--- config.mk ---
export PLATFORM = sky130hd
export DESIGN_NAME = kcounter_updown
export DESIGN_NICKNAME = d
export VERILOG_FILES = /design/src/rtl/kcounter_updown.sv
export SDC_FILE = /design/constraint.sdc
export NUM_CORES = 1
export LEC_CHECK = 0
export ABC_AREA = 0
export CAP_MARGIN = 20
export CORE_ASPECT_RATIO = 1.1
export CORE_MARGIN = 2
export CORE_UTILIZATION = 43
export DETAILED_ROUTE_END_ITERATION = 10
export GPL_TIMING_DRIVEN = 0
export PLACE_DENSITY = 0.64
export SLEW_MARGIN = 5
export SYNTH_ARGS = -nofsm -noshare
export SYNTH_HDL_FRONTEND = slang
export SYNTH_SLANG_ARGS = --single-unit
--- constraint.sdc ---
create_clock -name fpga_clk_i -period 8.2 [get_ports fpga_clk_i]
set_input_delay 1.64 -clock fpga_clk_i [delete_from_list [all_inputs] [get_ports fpga_clk_i]]
set_output_delay 1.64 -clock fpga_clk_i [all_outputs]
set_load 0.01 [all_outputs]
--- src/rtl/kcounter_updown.sv ---
// Signed up/down K-counter with programmable symmetric bound +/-L, WRAP or SAT mode.
// Optional macro KCOUNTER_EVENT_STATS_EN adds saturating carry/borrow event counters.
module kcounter_updown #(
  parameter int WIDTH      = 20,
  parameter int STEP_WIDTH = 4
) (
  input  logic                  fpga_clk_i,
  input  logic                  reset_n_i,
  input  logic                  clear_i,
  input  logic [1:0]            count_instr_i,
  input  logic [STEP_WIDTH-1:0] step_i,
  input  logic [WIDTH-2:0]      limit_i,
  input  logic                  mode_i,
  input  logic                  load_i,
  input  logic [WIDTH-1:0]      load_val_i,
  output logic [WIDTH-1:0]      counter_val_o,
  output logic                  carry_o,
  output logic                  borrow_o,
  output logic                  sat_o
`ifdef KCOUNTER_EVENT_STATS_EN
  ,
  output logic [15:0]           carry_count_o,
  output logic [15:0]           borrow_count_o
`endif
);

  localparam int EW = WIDTH + 1;

  logic [WIDTH-1:0]     value_r;
  logic                 carry_r;
  logic                 borrow_r;
  logic                 sat_r;

  logic signed [EW-1:0] val_ext_s;
  logic signed [EW-1:0] lim_pos_s;
  logic signed [EW-1:0] lim_neg_s;
  logic signed [EW-1:0] step_ext_s;
  logic signed [EW-1:0] load_ext_s;
  logic signed [EW-1:0] sum_s;
  logic                 count_en_s;
  logic [WIDTH-1:0]     value_nx_s;
  logic                 carry_nx_s;
  logic                 borrow_nx_s;
  logic                 sat_nx_s;

  // One extra bit of headroom makes value +/- step and the bound compares overflow-free.
  assign val_ext_s  = {value_r[WIDTH-1], value_r};
  assign lim_pos_s  = {2'b00, limit_i};
  assign lim_neg_s  = -lim_pos_s;
  assign step_ext_s = {{(EW-STEP_WIDTH){1'b0}}, step_i};
  assign load_ext_s = {load_val_i[WIDTH-1], load_val_i};
  assign sum_s      = (count_instr_i == 2'b01) ? (val_ext_s + step_ext_s) : (val_ext_s - step_ext_s);

  // Decode whether this cycle is a real up/down count (zero step behaves as hold).
  always_comb begin
    count_en_s = 1'b0;
    case (count_instr_i)
      2'b01:   count_en_s = (step_i != {STEP_WIDTH{1'b0}});
      2'b10:   count_en_s = (step_i != {STEP_WIDTH{1'b0}});
      default: count_en_s = 1'b0;
    endcase
  end

  // Next-state selection: clear > load > count, with bound check on every count.
  always_comb begin
    value_nx_s  = value_r;
    carry_nx_s  = 1'b0;
    borrow_nx_s = 1'b0;
    sat_nx_s    = 1'b0;
    if (clear_i) begin
      value_nx_s = {WIDTH{1'b0}};
    end else if (load_i) begin
      if (load_ext_s > lim_pos_s) begin
        value_nx_s = lim_pos_s[WIDTH-1:0];
      end else if (load_ext_s < lim_neg_s) begin
        value_nx_s = lim_neg_s[WIDTH-1:0];
      end else begin
        value_nx_s = load_val_i;
      end
    end else if (count_en_s) begin
      if (sum_s > lim_pos_s) begin
        if (mode_i) begin
          value_nx_s = lim_pos_s[WIDTH-1:0];
          sat_nx_s   = 1'b1;
        end else begin
          value_nx_s = {WIDTH{1'b0}};
          carry_nx_s = 1'b1;
        end
      end else if (sum_s < lim_neg_s) begin
        if (mode_i) begin
          value_nx_s = lim_neg_s[WIDTH-1:0];
          sat_nx_s   = 1'b1;
        end else begin
          value_nx_s  = {WIDTH{1'b0}};
          borrow_nx_s = 1'b1;
        end
      end else begin
        value_nx_s = sum_s[WIDTH-1:0];
      end
    end else begin
      value_nx_s = value_r;
    end
  end

  // Counter value and one-cycle event pulses.
  always_ff @(posedge fpga_clk_i or negedge reset_n_i) begin
    if (!reset_n_i) begin
      value_r  <= {WIDTH{1'b0}};
      carry_r  <= 1'b0;
      borrow_r <= 1'b0;
      sat_r    <= 1'b0;
    end else begin
      value_r  <= value_nx_s;
      carry_r  <= carry_nx_s;
      borrow_r <= borrow_nx_s;
      sat_r    <= sat_nx_s;
    end
  end

  assign counter_val_o = value_r;
  assign carry_o       = carry_r;
  assign borrow_o      = borrow_r;
  assign sat_o         = sat_r;

`ifdef KCOUNTER_EVENT_STATS_EN
  logic [15:0] carry_cnt_r;
  logic [15:0] borrow_cnt_r;

  // Saturating event counters; they advance in the same cycle the pulse appears.
  always_ff @(posedge fpga_clk_i or negedge reset_n_i) begin
    if (!reset_n_i) begin
      carry_cnt_r  <= 16'h0000;
      borrow_cnt_r <= 16'h0000;
    end else if (clear_i) begin
      carry_cnt_r  <= 16'h0000;
      borrow_cnt_r <= 16'h0000;
    end else begin
      if (carry_nx_s && (carry_cnt_r != 16'hFFFF)) begin
        carry_cnt_r <= carry_cnt_r + 16'h0001;
      end else begin
        carry_cnt_r <= carry_cnt_r;
      end
      if (borrow_nx_s && (borrow_cnt_r != 16'hFFFF)) begin
        borrow_cnt_r <= borrow_cnt_r + 16'h0001;
      end else begin
        borrow_cnt_r <= borrow_cnt_r;
      end
    end
  end

  assign carry_count_o  = carry_cnt_r;
  assign borrow_count_o = borrow_cnt_r;
`endif

endmodule

* After elaboration in Yosys (flattened, before gate mapping) *
Cells that the tools add are included.

operators by class
  equality and inequality tests = 2
  reduce and logical (&&, ||, !) cells = 3
  mux-type cells = 27
  add/subtract/negate cells = 3
  order comparisons = 4

operator list
  kind                                                                    count
  20-bit two-way mux                                                      8
  20-bit by 5-bit adder with 21-bit output                                1
  21-bit by 20-bit > comparator with 1-bit output                         1
  20-bit by 21-bit less-than comparator with 1-bit output                 1
  21-bit less-than comparator                                             1
  21-bit two-way mux                                                      1
  19-bit negation with 21-bit output                                      1
  20-bit by 5-bit subtractor with 21-bit output                           1
  20-bit > comparator                                                     1
  19-bit two-way mux                                                      1
  1-bit two-way mux                                                       17
  4-bit nonzero test                                                      1
  3-bit nonzero test                                                      1
  2-bit by 1-bit equality test with 1-bit output (second input constant)  1
  2-bit equality test (second input constant)                             1
  2-bit OR reduction                                                      1

word-level totals
  logic and storage cells = 43
  output and inout bits = 23
  bits of input ports = 50
  bits in registers = 23

* Depth between registers and ports, before layout *
Gate-level depths: netlist (run 1).

  word-level depth = 8
  mapped depth = 23
  gate-level depth less buffers = 22

* Least setup slack after synthesis (run 1) *
No wires, ideal clock.

  kind = input-to-reg
  start = in step_i[1]
  end = reg value_r[4], in the netlist counter_val_o[4]
  required time = 8096 ps
  data arrival time = 5895 ps
  buffers on the path = 2
  cell stages on the path = 22
  library setup time = 104 ps
  slack = 2201 ps
  cell sequence = nor3_1 ha_1 mux2_2 ha_1 a21oi_1 a21oi_1 o21ai_0 a31oi_1 o21a_1 nor2_1 xnor2_1 ha_1 a21o_1 a211oi_1 mux2_2 o21ai_0 or2_2 clkbuf_1 clkbuf_1 nor3_1 o21ai_0 a221oi_1

on the way
  cells in the longest elaborated chain, start to end = 8
  elaborated cells between the ends (all ways) = 13
  those cells by class = add/sub (2); order compare (2); mux (7); reduce/logical (2)

ends and longest elaborated chain
  item                                                                                                       line  text
  start: declaration                                                                                         11    input logic [STEP_WIDTH-1:0] step_i,
  20-bit by 5-bit subtractor with 21-bit output or 20-bit by 5-bit adder with 21-bit output (tied branches)  52    assign sum_s = (count_instr_i == 2'b01) ? (val_ext_s + step_ext_s) : (val_ext_s - step_ext_s);
  21-bit two-way mux                                                                                         52
  21-bit less-than comparator                                                                                89    end else if (sum_s < lim_neg_s) begin
  20-bit two-way mux                                                                                         89
  20-bit two-way mux                                                                                         81    if (sum_s > lim_pos_s) begin
  20-bit two-way mux                                                                                         80    end else if (count_en_s) begin
  20-bit two-way mux                                                                                         72    end else if (load_i) begin
  20-bit two-way mux                                                                                         70    if (clear_i) begin
  end signal: assignment                                                                                     108   value_r <= {WIDTH{1'b0}};
  end signal: assignment                                                                                     113   value_r <= value_nx_s;
  end: declaration                                                                                           29    logic [WIDTH-1:0] value_r;

Several ways; a longest one is shown, not always the timed one. The select of a mux whose other input is x is not followed.
A chain may end at the register's enable or synchronous reset.

* Final worst setup path (run 1) *
  start = in step_i[0]
  end = reg value_r[10], in the netlist counter_val_o[10]

Same word-level chain as after synthesis.

==> impl_results.html, run 1 <==
<table>
<tr><th>Metric</th><th>Value</th></tr>
<tr><th colspan="2">Timing</th></tr>
<tr><td>Rel. slew slack</td><td>44.1%</td></tr>
<tr><td>Top achievable clock speed</td><td>0.130 GHz</td></tr>
<tr><td>Final count of negative-setup-slack endpoints</td><td>0</td></tr>
<tr><td>Slew at the pin closest to its max-slew limit</td><td>0.827 ns</td></tr>
<tr><td>Total count of hold-check failures in the final report</td><td>0</td></tr>
<tr><td>Final-report max-slew violation count</td><td>0</td></tr>
<tr><td>Final TNS setup</td><td>0 ns</td></tr>
<tr><td>RSZ-0062 raised after global routing</td><td>no</td></tr>
<tr><td>Fin Clk Skew</td><td>0.00247 ns</td></tr>
<tr><td>Final Cycle Share</td><td>94.1%</td></tr>
<tr><td>Min cycle time layout</td><td>7.71 ns</td></tr>
<tr><th colspan="2">Worst setup path</th></tr>
<tr><td>Cell chain of the critical path</td><td>clkdlybuf4s50_1 -&gt; inv_1 -&gt; ha_1 -&gt; nor3b_1 -&gt; nor2_2 -&gt; ha_1 -&gt; nand3_1 -&gt; nor4_1 -&gt; o21ai_0 -&gt; a31oi_1 -&gt; o21a_1 -&gt; nor2_1 -&gt; xnor2_1 -&gt; ha_1 -&gt; a21o_1 -&gt; a211oi_1 -&gt; mux2_2 -&gt; o21ai_0 -&gt; or2_2 -&gt; clkbuf_1 -&gt; clkbuf_1 -&gt; nor2_1 -&gt; o21ai_0 -&gt; a211oi_1</td></tr>
<tr><td>WP data arrival</td><td>7.87 ns</td></tr>
<tr><td>CP max FO</td><td>10</td></tr>
<tr><td>Cell type of the slowest stage on the worst timing path</td><td>sky130_fd_sc_hd__clkdlybuf4s50_1</td></tr>
<tr><td>Startpoint-to-endpoint class of the critical path</td><td>in -&gt; reg</td></tr>
<tr><td>Critical Path Source Type</td><td>input pin</td></tr>
<tr><td>Required time of the critical path</td><td>8.36 ns</td></tr>
<tr><td>CP peak stage delay</td><td>0.45 ns</td></tr>
<tr><td>Worst Setup End Kind</td><td>register</td></tr>
<tr><th colspan="2">Yosys</th></tr>
<tr><td>Register bit count reported by yosys</td><td>23</td></tr>
<tr><td>Net Count, Synth</td><td>849</td></tr>
<tr><td>Cell type contributing the most total cell area after synthesis</td><td>sky130_fd_sc_hd__ha_1</td></tr>
<tr><td>Average instance area after synthesis</td><td>7.51 sq um</td></tr>
<tr><td>Main combinational cell family by area after synthesis</td><td>compound AO/OA/AOI/OAI gates</td></tr>
<tr><td>Number of enable-type register cells in the synthesized netlist</td><td>0</td></tr>
<tr><td>Share of the synthesized netlist area taken by xor and xnor gates</td><td>5.37%</td></tr>
<tr><td>Sequential element share of the synthesized area</td><td>11.0%</td></tr>
<tr><td>Netlist area before placement</td><td>0.00522 sq mm</td></tr>
<tr><td>Share of synthesized registers carrying an async set or reset</td><td>100%</td></tr>
<tr><td>Simple-gate area share of the yosys netlist</td><td>19.6%</td></tr>
<tr><td>Dominant synthesized flop cell</td><td>sky130_fd_sc_hd__dfrtp_1</td></tr>
<tr><td>Post-synthesis cell type count</td><td>63</td></tr>
<tr><td>Top-area cell type share of the netlist area</td><td>24.7%</td></tr>
<tr><td>Fraction of the mapped netlist area in adder cells</td><td>25.1%</td></tr>
<tr><td>Synth warnings</td><td>0</td></tr>
<tr><td>Post-synthesis compound-gate area fraction</td><td>29.3%</td></tr>
<tr><td>Top cells by area in the synthesized netlist</td><td>sky130_fd_sc_hd__ha_1, sky130_fd_sc_hd__dfrtp_1, sky130_fd_sc_hd__a21oi_1</td></tr>
<tr><td>Multiplexer fraction of the synthesized cell area</td><td>4.65%</td></tr>
<tr><td>Syn Inst Count</td><td>695</td></tr>
<tr><th colspan="2">Power</th></tr>
<tr><td>Peak supply drop</td><td>0.102 mV</td></tr>
<tr><td>Static leakage power</td><td>2.78 nW</td></tr>
<tr><td>P per Cell Area</td><td>228 mW/mm^2</td></tr>
<tr><td>Internal power of the cells</td><td>0.640 mW</td></tr>
<tr><td>Sw Pwr</td><td>0.774 mW</td></tr>
<tr><td>Sequential group share of total power</td><td>11.2%</td></tr>
<tr><td>Clock group share of total power</td><td>7.6%</td></tr>
<tr><td>Comb power frac</td><td>81.3%</td></tr>
<tr><td>Switching share of total power</td><td>54.8%</td></tr>
<tr><th colspan="2">Placed design</th></tr>
<tr><td>Input/output buffers</td><td>68</td></tr>
<tr><td>Placed wire-length estimate</td><td>16100 um</td></tr>
<tr><td>Number of cells in the design after placement</td><td>917</td></tr>
<tr><td>GP Congestion</td><td>0.926</td></tr>
<tr><th colspan="2">Global route</th></tr>
<tr><td>Overall global routing resource usage</td><td>29.3%</td></tr>
<tr><td>Global-route wire length before repair</td><td>29300 um</td></tr>
<tr><td>Maximum number of pins on one net before global-route repair</td><td>24</td></tr>
<tr><td>Gr ovfl total</td><td>0</td></tr>
<tr><td>Initial antenna violation count</td><td>0</td></tr>
<tr><td>Via count of the first global-routing pass</td><td>5439</td></tr>
<tr><th colspan="2">Clocking</th></tr>
<tr><td>CTS H-Tree Depth</td><td>1</td></tr>
<tr><td>Source-to-sink clock delay at the later pin of the worst-skew pair</td><td>0.26 ns</td></tr>
<tr><td>CTS max path bufs</td><td>2</td></tr>
<tr><td>Clock Pin Slew Worst Setup and Hold Paths</td><td>0.06 ns</td></tr>
<tr><td>CTS Buf Count</td><td>3</td></tr>
<tr><td>Clk sinks</td><td>23</td></tr>
<tr><td>TritonCTS clock tree</td><td>done</td></tr>
<tr><td>Hold buffers post-CTS</td><td>0</td></tr>
<tr><td>Clock root buffer master</td><td>sky130_fd_sc_hd__clkbuf_16</td></tr>
<tr><th colspan="2">Floorplanning</th></tr>
<tr><td>Placeable core region</td><td>0.0119 sq mm</td></tr>
<tr><td>Row cnt</td><td>42</td></tr>
<tr><td>Die span in y</td><td>120 um</td></tr>
<tr><td>Initial Utilization</td><td>43.8%</td></tr>
<tr><td>Die area</td><td>0.0130 sq mm</td></tr>
<tr><td>Overall die width</td><td>109 um</td></tr>
<tr><td>Number of placed I/O pins</td><td>73</td></tr>
<tr><th colspan="2">Route</th></tr>
<tr><td>Count of unresolved DRC violations after routing</td><td>0</td></tr>
<tr><td>Number of vias in the routed layout</td><td>5736</td></tr>
<tr><td>Starting DRC count in detailed routing</td><td>445</td></tr>
<tr><td>Final routed wire length divided by cell count</td><td>20.7 um</td></tr>
<tr><td>DRT Wirelength</td><td>19000 um</td></tr>
<tr><td>Antenna-violating nets left</td><td>0</td></tr>
<tr><td>Mean number of vias per cell</td><td>6.22</td></tr>
<tr><td>Length of the first detailed-routing pass in iterations</td><td>5</td></tr>
<tr><th colspan="2">Finish</th></tr>
<tr><td>Final Non-Filler Cells</td><td>922</td></tr>
<tr><td>Area growth from synthesis to layout</td><td>18.8%</td></tr>
<tr><td>Layout cells sized above 1</td><td>4.56%</td></tr>
<tr><td>Antenna diode count</td><td>0</td></tr>
<tr><td>Net count of the finished layout</td><td>923</td></tr>
<tr><th colspan="2">Flow run</th></tr>
<tr><td>Max capacitance violation total</td><td>0</td></tr>
<tr><th colspan="2">Outcome</th></tr>
<tr><td>Result of the run</td><td>complete, no violations</td></tr>
<tr><th colspan="2">Worst hold path</th></tr>
<tr><td>Min-Delay Path Class</td><td>reg -&gt; reg</td></tr>
</table>
## power by group through the flow
stage | logic, mW | clock network, mW | registers [mW]
floorplan | 0.754 | 0 | 0.162
global placement | 1.10 | 0 | 0.158
detailed placement | 1.12 | 0 | 0.160
CTS | 1.13 | 0.108 | 0.158
global route | 1.26 | 0.111 | 0.161
finish | 1.15 | 0.107 | 0.158
## placed cells by master, fill, tap and decap left out, types with 3 or more instances in the layout
cell type / synthesis / final
sky130_fd_sc_hd__a211oi_1: 18 / 18
sky130_fd_sc_hd__a21o_1: 18 / 18
sky130_fd_sc_hd__a21oi_1: 69 / 69
sky130_fd_sc_hd__a221o_1: 3 / 3
sky130_fd_sc_hd__a221oi_1: 10 / 10
sky130_fd_sc_hd__a31oi_1: 8 / 8
sky130_fd_sc_hd__and3_1: 7 / 7
sky130_fd_sc_hd__buf_2: 6 / 6
sky130_fd_sc_hd__clkbuf_1: 15 / 15
sky130_fd_sc_hd__clkbuf_16: 0 / 3
sky130_fd_sc_hd__clkdlybuf4s50_1: 0 / 68
sky130_fd_sc_hd__clkinv_1: 3 / 3
sky130_fd_sc_hd__dfrtp_1: 23 / 23
sky130_fd_sc_hd__ha_1: 103 / 103
sky130_fd_sc_hd__inv_1: 39 / 39
sky130_fd_sc_hd__mux2_2: 6 / 6
sky130_fd_sc_hd__mux2i_1: 16 / 16
sky130_fd_sc_hd__nand2_1: 39 / 39
sky130_fd_sc_hd__nand3_1: 16 / 16
sky130_fd_sc_hd__nand4_1: 17 / 17
sky130_fd_sc_hd__nor2_1: 64 / 63
sky130_fd_sc_hd__nor2b_1: 8 / 8
sky130_fd_sc_hd__nor3_1: 29 / 29
sky130_fd_sc_hd__nor4_1: 6 / 6
sky130_fd_sc_hd__o2111a_1: 4 / 4
sky130_fd_sc_hd__o211ai_1: 7 / 7
sky130_fd_sc_hd__o21a_1: 10 / 10
sky130_fd_sc_hd__o21ai_0: 59 / 59
sky130_fd_sc_hd__o21bai_1: 3 / 3
sky130_fd_sc_hd__o31ai_1: 7 / 7
sky130_fd_sc_hd__or2_2: 4 / 4
sky130_fd_sc_hd__or3_1: 4 / 4
sky130_fd_sc_hd__xnor2_1: 23 / 23
sky130_fd_sc_hd__xor2_1: 9 / 9
## per-layer routing
metal	routed length, um	track usage, %
met1	8670	40.3
met2	9160	49.1
met4	349	8.01
met5	0	0
met3	870	1.79
## sequential cells by signal (all words and copies together) (netlist names)
name	flops
counter_val_o	20
borrow_o	1
carry_o	1
sat_o	1
## logic make-up after synthesis
| group | Yosys count |
|---|---|
| xor gates and xnor gates | 32 |
| AOI/OAI and AO/OA | 239 |
| adders and majority gates | 104 |
| muxes | 23 |
| DFF | 23 |
| buffers and inverters | 66 |
| and+or+nand+nor | 208 |
## cells in the mapped netlist, types with 8 or more instances
library cell and count:
sky130_fd_sc_hd__ha_1 103, sky130_fd_sc_hd__a21oi_1 69, sky130_fd_sc_hd__nor2_1 64, sky130_fd_sc_hd__o21ai_0 59, sky130_fd_sc_hd__inv_1 39, sky130_fd_sc_hd__nand2_1 39, sky130_fd_sc_hd__nor3_1 29, sky130_fd_sc_hd__dfrtp_1 23
sky130_fd_sc_hd__xnor2_1 23, sky130_fd_sc_hd__a211oi_1 18, sky130_fd_sc_hd__a21o_1 18, sky130_fd_sc_hd__nand4_1 17, sky130_fd_sc_hd__mux2i_1 16, sky130_fd_sc_hd__nand3_1 16, sky130_fd_sc_hd__clkbuf_1 15, sky130_fd_sc_hd__a221oi_1 10
sky130_fd_sc_hd__o21a_1 10, sky130_fd_sc_hd__xor2_1 9, sky130_fd_sc_hd__a31oi_1 8, sky130_fd_sc_hd__nor2b_1 8
## final timing paths
path | slack, ns | depth (start not counted) | end | start
min reg2reg | 0.61 | 1 | counter_val_o[15] | counter_val_o[15]
min | 0.61 | 1 | counter_val_o[15] | counter_val_o[15]
max in group asynchronous | 6.18 | 2 | counter_val_o[14] | reset_n_i
min in group asynchronous | 1.63 | 1 | carry_o | reset_n_i
max | 0.49 | 24 | counter_val_o[10] | step_i[0]
max reg2reg | 2.47 | 20 | counter_val_o[10] | counter_val_o[0]
## what timing repair did
item / 4_1_cts / 5_1_grt
buffers inserted: 0 / 0
endpoints found under the hold margin: 0 / 0
resized for setup: 0 / 1
setup endpoints to repair: 0 / 8
## worst max-delay path: cells and delay by family
kind            cells  cell delay, ns
compound gates      8            1.89
xor+xnor            1            0.37
fa+ha+maj           3            0.93
buf+inv             4            1.21
mux                 1            0.18
simple gates        7            1.67
## metrics by stage
step	setup slack [ns]	util [%]	power, mW	cell area (sq um)	hold slack [ns]
floorplan	2.20	-	0.916	5220	0.623
global placement	0.166	51.1	1.26	6090	0.607
detailed placement	0.153	51.1	1.28	6090	0.602
CTS	0.355	51.8	1.39	6170	0.615
global route	0.0185	52.0	1.53	6200	0.653
finish	0.487	52.0	1.41	6200	0.609
## cell type report
cell class,instances,area [sq um]
buffer,24,103
clock buffer,3,75.1
clock inverter,1,5.00
fill,1195,5730
inverter,42,158
multi-input combinational,606,4390
sequential,23,576
tap,154,193
timing repair buffer,69,708
(Power assumes the default switching activity.)
==> run 2, diff against run 1 <==
- HOLD_SLACK_MARGIN: default -> 0.03
==> results of run 2 <==
No change in the layout: final DEF, timing and power equal those of run 1.
==> run 3, diff against run 2 <==
- CORE_UTILIZATION: 43 -> 30
- PLACE_DENSITY: 0.64 -> 0.48
==> impl_results.html, run 3 (same netlist as run 1, synthesis figures left out) <==
<table>
<tr><th>Metric</th><th>Value</th></tr>
<tr><th colspan="2">Global route</th></tr>
<tr><td>Initial antenna violation count</td><td>0</td></tr>
<tr><td>Maximum number of pins on one net before global-route repair</td><td>24</td></tr>
<tr><td>Global-route wire length before repair</td><td>31700 um</td></tr>
<tr><td>Via count of the first global-routing pass</td><td>5468</td></tr>
<tr><td>Overall global routing resource usage</td><td>22.2%</td></tr>
<tr><td>Gr ovfl total</td><td>0</td></tr>
<tr><th colspan="2">Floorplanning</th></tr>
<tr><td>Placeable core region</td><td>0.0170 sq mm</td></tr>
<tr><td>Die area</td><td>0.0185 sq mm</td></tr>
<tr><td>Row cnt</td><td>50</td></tr>
<tr><td>Initial Utilization</td><td>30.7%</td></tr>
<tr><td>Overall die width</td><td>130 um</td></tr>
<tr><td>Number of placed I/O pins</td><td>73</td></tr>
<tr><td>Die span in y</td><td>142 um</td></tr>
<tr><th colspan="2">Finish</th></tr>
<tr><td>Antenna diode count</td><td>0</td></tr>
<tr><td>Final Util</td><td>37.0%</td></tr>
<tr><td>Top library cells by usage in the layout, fill and taps aside</td><td>sky130_fd_sc_hd__ha_1, sky130_fd_sc_hd__a21oi_1, sky130_fd_sc_hd__clkdlybuf4s50_1, sky130_fd_sc_hd__nor2_1, sky130_fd_sc_hd__o21ai_0</td></tr>
<tr><td>Layout cells sized above 1</td><td>4.56%</td></tr>
<tr><td>Net count of the finished layout</td><td>923</td></tr>
<tr><td>Area growth from synthesis to layout</td><td>20.6%</td></tr>
<tr><td>Max FFs per register</td><td>20</td></tr>
<tr><td>Most common library cell in the layout ignoring fill and taps</td><td>sky130_fd_sc_hd__ha_1</td></tr>
<tr><th colspan="2">Route</th></tr>
<tr><td>Count of unresolved DRC violations after routing</td><td>0</td></tr>
<tr><td>Starting DRC count in detailed routing</td><td>256</td></tr>
<tr><td>Length of the first detailed-routing pass in iterations</td><td>4</td></tr>
<tr><td>Final routed wire length divided by cell count</td><td>20.4 um</td></tr>
<tr><td>Antenna-violating nets left</td><td>0</td></tr>
<tr><td>DRT Wirelength</td><td>20400 um</td></tr>
<tr><td>Mean number of vias per cell</td><td>5.63</td></tr>
<tr><td>Number of vias in the routed layout</td><td>5645</td></tr>
<tr><th colspan="2">Timing</th></tr>
<tr><td>Total count of hold-check failures in the final report</td><td>0</td></tr>
<tr><td>Final Cycle Share</td><td>93.2%</td></tr>
<tr><td>Fin Clk Skew</td><td>0.00204 ns</td></tr>
<tr><td>Final count of negative-setup-slack endpoints</td><td>0</td></tr>
<tr><td>Min cycle time layout</td><td>7.64 ns</td></tr>
<tr><td>Rel. slew slack</td><td>36.9%</td></tr>
<tr><td>Final-report max-slew violation count</td><td>0</td></tr>
<tr><td>Slew at the pin closest to its max-slew limit</td><td>0.939 ns</td></tr>
<tr><td>Top achievable clock speed</td><td>0.131 GHz</td></tr>
<tr><td>RSZ-0062 raised after global routing</td><td>no</td></tr>
<tr><th colspan="2">Power</th></tr>
<tr><td>P per Cell Area</td><td>225 mW/mm^2</td></tr>
<tr><td>Static leakage power</td><td>2.77 nW</td></tr>
<tr><td>Peak supply drop</td><td>0.0828 mV</td></tr>
<tr><td>Pwr Total</td><td>1.41 mW</td></tr>
<tr><th colspan="2">Worst setup path</th></tr>
<tr><td>CP max FO</td><td>10</td></tr>
<tr><td>Reg-to-reg endpoint</td><td>counter_val_o[10]</td></tr>
<tr><td>WP data arrival</td><td>7.81 ns</td></tr>
<tr><td>CP Capture Point</td><td>counter_val_o[10]</td></tr>
<tr><td>Startpoint-to-endpoint class of the critical path</td><td>in -&gt; reg</td></tr>
<tr><td>Required time of the critical path</td><td>8.37 ns</td></tr>
<tr><td>Crit path from</td><td>step_i[0]</td></tr>
<tr><td>Critical Path Source Type</td><td>input pin</td></tr>
<tr><td>Worst Setup End Kind</td><td>register</td></tr>
<tr><td>Number of cells traversed by the worst register-to-register path</td><td>20</td></tr>
<tr><td>Startpoint of the worst register-to-register path</td><td>counter_val_o[0]</td></tr>
<tr><td>Worst reg-to-reg setup slack</td><td>2.62 ns</td></tr>
<tr><th colspan="2">Outcome</th></tr>
<tr><td>Result of the run</td><td>complete, no violations</td></tr>
<tr><th colspan="2">Clocking</th></tr>
<tr><td>CTS H-Tree Depth</td><td>1</td></tr>
<tr><td>Hold buffers post-CTS</td><td>0</td></tr>
<tr><td>TritonCTS clock tree</td><td>done</td></tr>
<tr><td>Post-CTS setup buffer count</td><td>0</td></tr>
<tr><td>Clock root buffer master</td><td>sky130_fd_sc_hd__clkbuf_16</td></tr>
<tr><td>CTS Buf Count</td><td>3</td></tr>
<tr><td>Source-to-sink clock delay at the later pin of the worst-skew pair</td><td>0.26 ns</td></tr>
<tr><td>Clk sinks</td><td>23</td></tr>
<tr><td>PostCTS Resize Cnt</td><td>0</td></tr>
<tr><td>CTS max path bufs</td><td>2</td></tr>
<tr><td>Clock Pin Slew Worst Setup and Hold Paths</td><td>0.06 ns</td></tr>
<tr><th colspan="2">Worst hold path</th></tr>
<tr><td>Origin of the worst min-delay path</td><td>counter_val_o[6]</td></tr>
<tr><td>Min-Delay Path Class</td><td>reg -&gt; reg</td></tr>
<tr><td>Worst hold path depth</td><td>1</td></tr>
<tr><th colspan="2">Placed design</th></tr>
<tr><td>GP Congestion</td><td>1.00</td></tr>
<tr><td>Input/output buffers</td><td>68</td></tr>
<tr><td>Placed wire-length estimate</td><td>17700 um</td></tr>
<tr><th colspan="2">Flow run</th></tr>
<tr><td>Max capacitance violation total</td><td>0</td></tr>
</table>
[run 3: cell types whose count changed in the layout (fill, tap and decap cells not counted)]
cell,change
sky130_fd_sc_hd__clkbuf_1,+1
sky130_fd_sc_hd__buf_16,-1
sky130_fd_sc_hd__clkinv_2,-1
sky130_fd_sc_hd__xnor2_1,-1
sky130_fd_sc_hd__xnor2_2,+1
sky130_fd_sc_hd__buf_8,+1
[run 3: layout make-up]
type	instances	area (sq um)
plain buffers	24	103
clock buffers	4	78.8
fillers	1867	10700
inverters	42	158
multi-input cells	606	4390
flip-flops and latches	23	576
well taps	234	293
repair buffers	69	696
[run 3: stage by stage]
stage          setup WS, ns  hold slack, ns  cell area [sq um]  setup TNS [ns]  cells
6_report              0.558           0.614               6300               0   1002
5_1_grt             0.00829           0.668               6300               0   1002
4_1_cts               0.210           0.621               6270               0   1001
3_5_place_dp        -0.0342           0.608               6190         -0.0422    997
3_3_place_gp        -0.0107           0.611               6190         -0.0188    997
2_1_floorplan          2.20           0.623               5220               0    695
[run 3: power by group]
group | leakage (nW) | switching [mW] | internal [mW]
Clock | 0.0382 | 0.0411 | 0.0665
Combinational | 2.44 | 0.709 | 0.441
Sequential | 0.299 | 0.0234 | 0.134
[run 3: per-layer routing]
layer	vias up	GRT usage (%)	share of wire, %
met5	-	0	0
met4	0	2.83	0.82
met3	11	1.02	3.4
met2	126	39.1	49
met1	2725	30.8	47
li1	2783	-	-
[run 3: worst min-delay path by stage]
stage	slack [ns]	end
after detailed placement	0.61	counter_val_o[6]
after global placement	0.61	counter_val_o[6]
after floorplan	0.62	counter_val_o[15]
final	0.61	counter_val_o[6]
after CTS	0.62	counter_val_o[6]
after global routing	0.67	counter_val_o[6]
[run 3: worst max-delay path: stages]
cell and delay [ns]:
sky130_fd_sc_hd__clkdlybuf4s50_1 0.46, sky130_fd_sc_hd__nor3_1 0.30, sky130_fd_sc_hd__ha_1 0.29, sky130_fd_sc_hd__mux2_2 0.28
sky130_fd_sc_hd__ha_1 0.30, sky130_fd_sc_hd__a21oi_1 0.19, sky130_fd_sc_hd__a21oi_1 0.12, sky130_fd_sc_hd__o21ai_0 0.49
sky130_fd_sc_hd__a31oi_1 0.22, sky130_fd_sc_hd__o21a_1 0.22, sky130_fd_sc_hd__nor2_1 0.15, sky130_fd_sc_hd__xnor2_2 0.20
sky130_fd_sc_hd__ha_1 0.31, sky130_fd_sc_hd__a21o_1 0.18, sky130_fd_sc_hd__a211oi_1 0.22, sky130_fd_sc_hd__mux2_2 0.18
sky130_fd_sc_hd__o21ai_0 0.19, sky130_fd_sc_hd__or2_2 0.35, sky130_fd_sc_hd__clkbuf_1 0.27, sky130_fd_sc_hd__clkbuf_1 0.32
sky130_fd_sc_hd__nor2_1 0.38, sky130_fd_sc_hd__o21ai_0 0.24, sky130_fd_sc_hd__a211oi_1 0.28
